**config.mk**
```make
export PLATFORM = sky130hd
export DESIGN_NAME = u712_sdram_access_arbiter_flat
export DESIGN_NICKNAME = d
export VERILOG_FILES = /design/src/rtl/u712_sdram_access_arbiter_if.sv /design/src/rtl/u712_sdram_access_arbiter.sv /design/src/flat_wrapper.sv
export SDC_FILE = /design/constraint.sdc
export NUM_CORES = 1
export LEC_CHECK = 0
export BUFFER_PORTS_ARGS = -buffer_cell sky130_fd_sc_hd__buf_2
export CORE_MARGIN = 4
export CORE_UTILIZATION = 50
export CTS_CLUSTER_SIZE = 40
export DETAILED_ROUTE_END_ITERATION = 10
export PLACE_DENSITY = 0.71
export SLEW_MARGIN = 25
export SYNTH_ARGS = -nofsm -noshare
export SYNTH_HDL_FRONTEND = slang
export SYNTH_SLANG_ARGS = --single-unit
```
**constraint.sdc**
```tcl
create_clock -name CLK80 -period 2.2 [get_ports CLK80]
set_input_delay 0 -clock CLK80 [delete_from_list [all_inputs] [get_ports CLK80]]
set_output_delay 0 -clock CLK80 [all_outputs]
set_load 0.03 [all_outputs]
```
**src/rtl/u712_sdram_access_arbiter_if.sv**
```systemverilog
// Handshake bundle between the chip-RAM requesters, the SDRAM sequencer and the access arbiter.
// The master side is the arbiter: it consumes requests and completion, and drives grants and the start pulse.
interface u712_sdram_access_arbiter_if;
  logic DMA_REQ;
  logic CPU_REQ;
  logic SEQ_DONE;
  logic DMA_GNT;
  logic CPU_GNT;
  logic REF_GNT;
  logic CYCLE_START;

  modport master (
    input  DMA_REQ,
    input  CPU_REQ,
    input  SEQ_DONE,
    output DMA_GNT,
    output CPU_GNT,
    output REF_GNT,
    output CYCLE_START
  );

  modport slave (
    output DMA_REQ,
    output CPU_REQ,
    output SEQ_DONE,
    input  DMA_GNT,
    input  CPU_GNT,
    input  REF_GNT,
    input  CYCLE_START
  );
endinterface

```
**src/rtl/u712_sdram_access_arbiter.sv**
```systemverilog
// Chip-RAM SDRAM access arbiter: schedules Agnus DMA, CPU and auto-refresh onto the sequencer,
// counting owed refreshes from the C1 timebase and letting refresh yield until it is urgent.
module u712_sdram_access_arbiter #(
  parameter int REFRESH_INTERVAL = 27,
  parameter int MAX_PENDING      = 8,
  parameter int URGENT_LEVEL     = 4,
  parameter int CPU_STARVE_LIMIT = 6
) (
  input  logic                        CLK80,
  input  logic                        REFRESH_RST,
  input  logic                        C1,
  input  logic                        SDRAM_READY,
  u712_sdram_access_arbiter_if.master bus,
  output logic [3:0]                  REF_PENDING,
  output logic                        REF_OVERFLOW
);

  localparam int TICK_W   = $clog2(REFRESH_INTERVAL);
  localparam int STREAK_W = $clog2(CPU_STARVE_LIMIT + 1);

  localparam logic [TICK_W-1:0]   TICK_LAST   = TICK_W'(REFRESH_INTERVAL - 1);
  localparam logic [STREAK_W-1:0] STREAK_MAX  = STREAK_W'(CPU_STARVE_LIMIT);
  localparam logic [3:0]          PEND_MAX    = 4'(MAX_PENDING);
  localparam logic [3:0]          PEND_URGENT = 4'(URGENT_LEVEL);

  typedef enum logic [1:0] {
    ST_IDLE,
    ST_GRANT,
    ST_BUSY
  } state_t;

  typedef enum logic [1:0] {
    SEL_NONE,
    SEL_DMA,
    SEL_CPU,
    SEL_REF
  } sel_t;

  state_t              state_reg, state_next;
  sel_t                owner_reg, owner_next;
  sel_t                sel;
  logic                cycle_start_reg, cycle_start_next;
  logic [STREAK_W-1:0] streak_reg, streak_next;
  logic [3:0]          pending_reg, pending_next;
  logic                overflow_reg, overflow_next;
  logic [TICK_W-1:0]   tick_cnt_reg;
  logic                c1_meta_reg, c1_sync_reg, c1_prev_reg;
  logic                tick;
  logic                wrap;
  logic                ref_start;

  // C1 is asynchronous to CLK80: two-flop synchroniser followed by an edge detector
  always_ff @(negedge CLK80 or posedge REFRESH_RST) begin
    if (REFRESH_RST) begin
      c1_meta_reg <= 1'b0;
      c1_sync_reg <= 1'b0;
      c1_prev_reg <= 1'b0;
    end else begin
      c1_meta_reg <= C1;
      c1_sync_reg <= c1_meta_reg;
      c1_prev_reg <= c1_sync_reg;
    end
  end

  assign tick = c1_sync_reg & ~c1_prev_reg;
  assign wrap = tick && (tick_cnt_reg == TICK_LAST);

  always_ff @(negedge CLK80 or posedge REFRESH_RST) begin
    if (REFRESH_RST) begin
      tick_cnt_reg <= '0;
    end else if (tick) begin
      tick_cnt_reg <= (tick_cnt_reg == TICK_LAST) ? '0 : tick_cnt_reg + 1'b1;
    end
  end

  // A refresh is paid off in the cycle its start pulse is on the bus
  assign ref_start = cycle_start_reg && (owner_reg == SEL_REF);

  always_comb begin
    pending_next  = pending_reg;
    overflow_next = overflow_reg;
    if (wrap && !ref_start) begin
      if (pending_reg == PEND_MAX) begin
        overflow_next = 1'b1;
      end else begin
        pending_next = pending_reg + 4'd1;
      end
    end else if (!wrap && ref_start && (pending_reg != 4'd0)) begin
      pending_next = pending_reg - 4'd1;
    end
  end

  always_comb begin
    sel = SEL_NONE;
    if (pending_reg >= PEND_URGENT) begin
      sel = SEL_REF;
    end else if (bus.CPU_REQ && (streak_reg >= STREAK_MAX)) begin
      sel = SEL_CPU;
    end else if (bus.DMA_REQ) begin
      sel = SEL_DMA;
    end else if (bus.CPU_REQ) begin
      sel = SEL_CPU;
    end else if (pending_reg != 4'd0) begin
      sel = SEL_REF;
    end
  end

  always_comb begin
    state_next       = state_reg;
    owner_next       = owner_reg;
    cycle_start_next = 1'b0;
    streak_next      = streak_reg;
    case (state_reg)
      ST_IDLE: begin
        owner_next = SEL_NONE;
        if (SDRAM_READY && (sel != SEL_NONE)) begin
          state_next       = ST_GRANT;
          owner_next       = sel;
          cycle_start_next = 1'b1;
          if (sel == SEL_DMA) begin
            if (streak_reg != STREAK_MAX) begin
              streak_next = streak_reg + 1'b1;
            end
          end else if (sel == SEL_CPU) begin
            streak_next = '0;
          end
        end
      end
      ST_GRANT: begin
        state_next = ST_BUSY;
      end
      ST_BUSY: begin
        if (bus.SEQ_DONE) begin
          state_next = ST_IDLE;
          owner_next = SEL_NONE;
        end
      end
      default: begin
        state_next = ST_IDLE;
        owner_next = SEL_NONE;
      end
    endcase
  end

  always_ff @(negedge CLK80 or posedge REFRESH_RST) begin
    if (REFRESH_RST) begin
      state_reg       <= ST_IDLE;
      owner_reg       <= SEL_NONE;
      cycle_start_reg <= 1'b0;
      streak_reg      <= '0;
      pending_reg     <= 4'd0;
      overflow_reg    <= 1'b0;
    end else begin
      state_reg       <= state_next;
      owner_reg       <= owner_next;
      cycle_start_reg <= cycle_start_next;
      streak_reg      <= streak_next;
      pending_reg     <= pending_next;
      overflow_reg    <= overflow_next;
    end
  end

  // Grants decode from a single owner register, so they are one-hot or all-zero by construction
  assign bus.DMA_GNT     = (owner_reg == SEL_DMA);
  assign bus.CPU_GNT     = (owner_reg == SEL_CPU);
  assign bus.REF_GNT     = (owner_reg == SEL_REF);
  assign bus.CYCLE_START = cycle_start_reg;
  assign REF_PENDING     = pending_reg;
  assign REF_OVERFLOW    = overflow_reg;

endmodule

```
**src/flat_wrapper.sv**
```systemverilog
// flat-port wrapper written by rule: the top's interface ports become plain ports
module u712_sdram_access_arbiter_flat 
#(
  parameter int REFRESH_INTERVAL = 27,
  parameter int MAX_PENDING      = 8,
  parameter int URGENT_LEVEL     = 4,
  parameter int CPU_STARVE_LIMIT = 6
)
  (CLK80, REFRESH_RST, C1, SDRAM_READY, REF_PENDING, REF_OVERFLOW, bus_DMA_REQ, bus_CPU_REQ, bus_SEQ_DONE, bus_DMA_GNT, bus_CPU_GNT, bus_REF_GNT, bus_CYCLE_START);
  u712_sdram_access_arbiter_if bus_i ();
  input  logic CLK80;
  input  logic REFRESH_RST;
  input  logic C1;
  input  logic SDRAM_READY;
  output logic [3:0] REF_PENDING;
  output logic REF_OVERFLOW;
  input wire logic [$bits(bus_i.DMA_REQ)-1:0] bus_DMA_REQ;
  input wire logic [$bits(bus_i.CPU_REQ)-1:0] bus_CPU_REQ;
  input wire logic [$bits(bus_i.SEQ_DONE)-1:0] bus_SEQ_DONE;
  output wire logic [$bits(bus_i.DMA_GNT)-1:0] bus_DMA_GNT;
  output wire logic [$bits(bus_i.CPU_GNT)-1:0] bus_CPU_GNT;
  output wire logic [$bits(bus_i.REF_GNT)-1:0] bus_REF_GNT;
  output wire logic [$bits(bus_i.CYCLE_START)-1:0] bus_CYCLE_START;
  assign bus_i.DMA_REQ = bus_DMA_REQ;
  assign bus_i.CPU_REQ = bus_CPU_REQ;
  assign bus_i.SEQ_DONE = bus_SEQ_DONE;
  assign bus_DMA_GNT = bus_i.DMA_GNT;
  assign bus_CPU_GNT = bus_i.CPU_GNT;
  assign bus_REF_GNT = bus_i.REF_GNT;
  assign bus_CYCLE_START = bus_i.CYCLE_START;
  u712_sdram_access_arbiter #(.REFRESH_INTERVAL(REFRESH_INTERVAL), .MAX_PENDING(MAX_PENDING), .URGENT_LEVEL(URGENT_LEVEL), .CPU_STARVE_LIMIT(CPU_STARVE_LIMIT)) u_core (.CLK80(CLK80), .REFRESH_RST(REFRESH_RST), .C1(C1), .SDRAM_READY(SDRAM_READY), .bus(bus_i), .REF_PENDING(REF_PENDING), .REF_OVERFLOW(REF_OVERFLOW));
endmodule
```
==> metrics.csv <==
metric;value;unit
die footprint;3190;um^2
RR Startpoint;u_core.tick_cnt_reg[1];
Critical Path Max Stage Delay;0.40;ns
FF-to-FF End;u_core.REF_PENDING[2];
Synth async-reset ratio;1.00;
CTS tree;yes;
number of flip-flops in the largest register;5;
clock-pin slew on the worst setup and hold paths;0.08;ns
R2R Setup Slk;0.03;ns
CTS Hold Bufs;0;
vias in the first global route;919;
Comb pwr share;0.574;
crit-path max FO;5;
die extent in y;56.5;um
Internal Pwr Total;1.14;mW
Sw Ratio;0.408;
Setup WS pre-CTS;-0.0349;ns
# diodes;0;
WL/cell;14.1;um
Worst-Skew Late Latency;0.30;ns
Worst Hold Depth;0;
Post-synth top flop;dfrtn_1;
RSZ-0062 raised after global routing;true;
Ys Warns;0;
hold path startpoint;u_core.c1_meta_reg;
P&R area growth vs syn;31.9;%
Worst Tran Pin Value;0.402;ns
worst setup slack after layout;-0.00104;ns
placed cell areas;1360;um^2
Remaining DRCs;0;
Setup crit end kind;output pin;
Hold Fails Final Rpt;0;
syn nets;122;
Worst EP required;2.20;ns
Core Region;2230;um^2
total number of vias;961;
Max IR drop VDD;955;uV
initial antenna violation count;0;
DRT Wirelength;2490;um
H-tree depth;1;
Crit Path Class;flip-flop to output pin;
placed wire-length estimate;1690;um
hold endpoint;u_core.c1_sync_reg;
max cap viols;0;
LEAKAGE;0.767;nW
Sequential Power Share;0.326;
GRT overflow;0;
DR iter-0 viols;21;
synth unique cells;47;
Routed Antenna Nets;0;
sequential fraction of the synthesis area;0.448;
P per Cell Area;1240;nW/um^2
Final setup viols;1;
Sw Pwr;784;uW
cts bufs inserted;3;
Root Buffer;clkbuf_4;
FF+latch count, synth;21;
Gate Count Post-Synth;108;
Fin Setup TNS;-0.00104;ns
status;finished with violations;
clock sink count;21;
crit path cell chain;buf_4, nor2b_2, buf_6;
relative slew slack;0.731;
Final Max Tran Viols;0;
IO Count;16;
drt pass-1 iters;4;
Worst Hold Class;flip-flop to flip-flop;
gpl congestion;0.885;
largest net degree at the start of global routing;22;
Vias/cell;5.43;
critical path arrival;2.20;ns
Mapped Area;1170;um^2
PortBufs;15;
CTS Buffer Depth;2;
violated checks;negative setup slack;
Clk pwr share;0.100;
first-pass GRT wire length;3910;um
Layout Skew;0.00377;ns
layout cells sized above 1;0.443;
Syn Area/Cell;10.9;um^2
Final Power;1.92;mW
CP max-delay cell;dfrtn_1;
FF-to-FF path depth;8;
EDFF count, synth;0;
GRT Total Usage;0.155;
Finished Cell Area;1550;um^2
Startpoint Class;flip-flop;
Die X;56.5;um
# rows;17;
Fin Hold WS;0.296;ns
Nets;164;
Starting Density;0.525;
[power groups by stage]
stage	registers, mW	clock network, mW	logic [mW]
4_1_cts	0.630	0.200	0.963
3_5_place_dp	0.645	0	0.869
5_1_grt	0.643	0.216	1.20
2_1_floorplan	0.726	0	0.516
6_report	0.625	0.192	1.10
3_3_place_gp	0.638	0	0.832
[worst max-delay path by stage]
| stage | start | end | slack [ns] |
|---|---|---|---|
| 4_1_cts | u_core.owner_reg[1] | bus_CPU_GNT | -0.003 |
| 5_1_grt | u_core.owner_reg[0] | bus_CPU_GNT | -0.05 |
| 2_1_floorplan | u_core.tick_cnt_reg[0] | u_core.REF_PENDING[3] | 0.05 |
| 6_report | u_core.owner_reg[0] | bus_CPU_GNT | -0.001 |
| 3_5_place_dp | u_core.tick_cnt_reg[1] | u_core.REF_PENDING[3] | -0.03 |
| 3_3_place_gp | u_core.tick_cnt_reg[0] | u_core.REF_PENDING[3] | 0.09 |
[final cells by class]
type	count	area (um^2)
clock buffer	3	22.5
clock inverter	1	7.51
fill	167	686
inverter	6	25.0
multi-input combinational	81	673
sequential	21	526
tap	28	35.0
timing repair buffer	37	259
[worst max-delay path: cells and delay by family (launching register included)]
kind | cells | cell delay (ns)
flip-flops | 1 | 0.40
AND/OR/NAND/NOR | 1 | 0.12
buffers and inverters | 2 | 0.29
[kinds of logic (layout without fill, tap and decap cells)]
| group | after synthesis | count (layout) | synth area share |
|---|---|---|---|
| AOI/OAI and AO/OA | 30 | 30 | 0.173 |
| xor gates and xnor gates | 2 | 2 | 0.0149 |
| muxes | 6 | 6 | 0.0714 |
| and+or+nand+nor | 36 | 36 | 0.193 |
| adders and majority gates | 7 | 7 | 0.0810 |
| buffers and inverters | 6 | 47 | 0.0192 |
| DFF | 21 | 21 | 0.448 |
[synth_stat cells (2+ instances only)]
| cell type | count | area (um^2) |
|---|---|---|
| ha_1 | 6 | 75.1 |
| nand2_1 | 6 | 22.5 |
| mux2_4 | 2 | 30.0 |
| o31ai_1 | 2 | 15.0 |
| o211ai_1 | 3 | 22.5 |
| nor2_1 | 3 | 11.3 |
| inv_1 | 5 | 18.8 |
| a21o_1 | 3 | 22.5 |
| a21boi_0 | 2 | 15.0 |
| nor3_1 | 4 | 20.0 |
| dfrtn_1 | 21 | 526 |
| nand3_1 | 3 | 15.0 |
| nor2b_1 | 3 | 18.8 |
| a21oi_1 | 5 | 25.0 |
| a211oi_1 | 2 | 15.0 |
| mux2i_1 | 2 | 20.0 |
| o21ai_0 | 6 | 30.0 |
[layer usage]
metal,global-route usage,vias up,routed length [um]
met5,0,-,0
met2,0.277,12,1330
li1,-,479,-
met3,0.0207,2,65
met4,0.0576,0,14
met1,0.187,468,1080
[through the flow]
stage                     std cells   util
after global routing            177  0.693
after CTS                       172  0.651
after detailed placement        160  0.607
final                           177  0.693
after global placement          160  0.607
after floorplan                 108      -
[placed cells by master, fill, tap and decap left out, types with 3 or more instances in the layout]
master    instances
dfrtn_1          21
nor3_1            4
a21o_1            3
buf_6             3
ha_1              3
nand2_1           6
o211ai_1          3
inv_1             5
nand3_1           3
a21oi_1           4
clkbuf_4          3
buf_2            12
nor2_1            3
buf_4            22
o21ai_0           6
[what timing repair did]
action,4_1_cts,5_1_grt
pin swaps,1,4
resized for setup,3,13
hold endpoints to repair,0,0
endpoints found under the setup margin,4,5
buffers inserted,8,5
(Power assumes the default switching activity.)
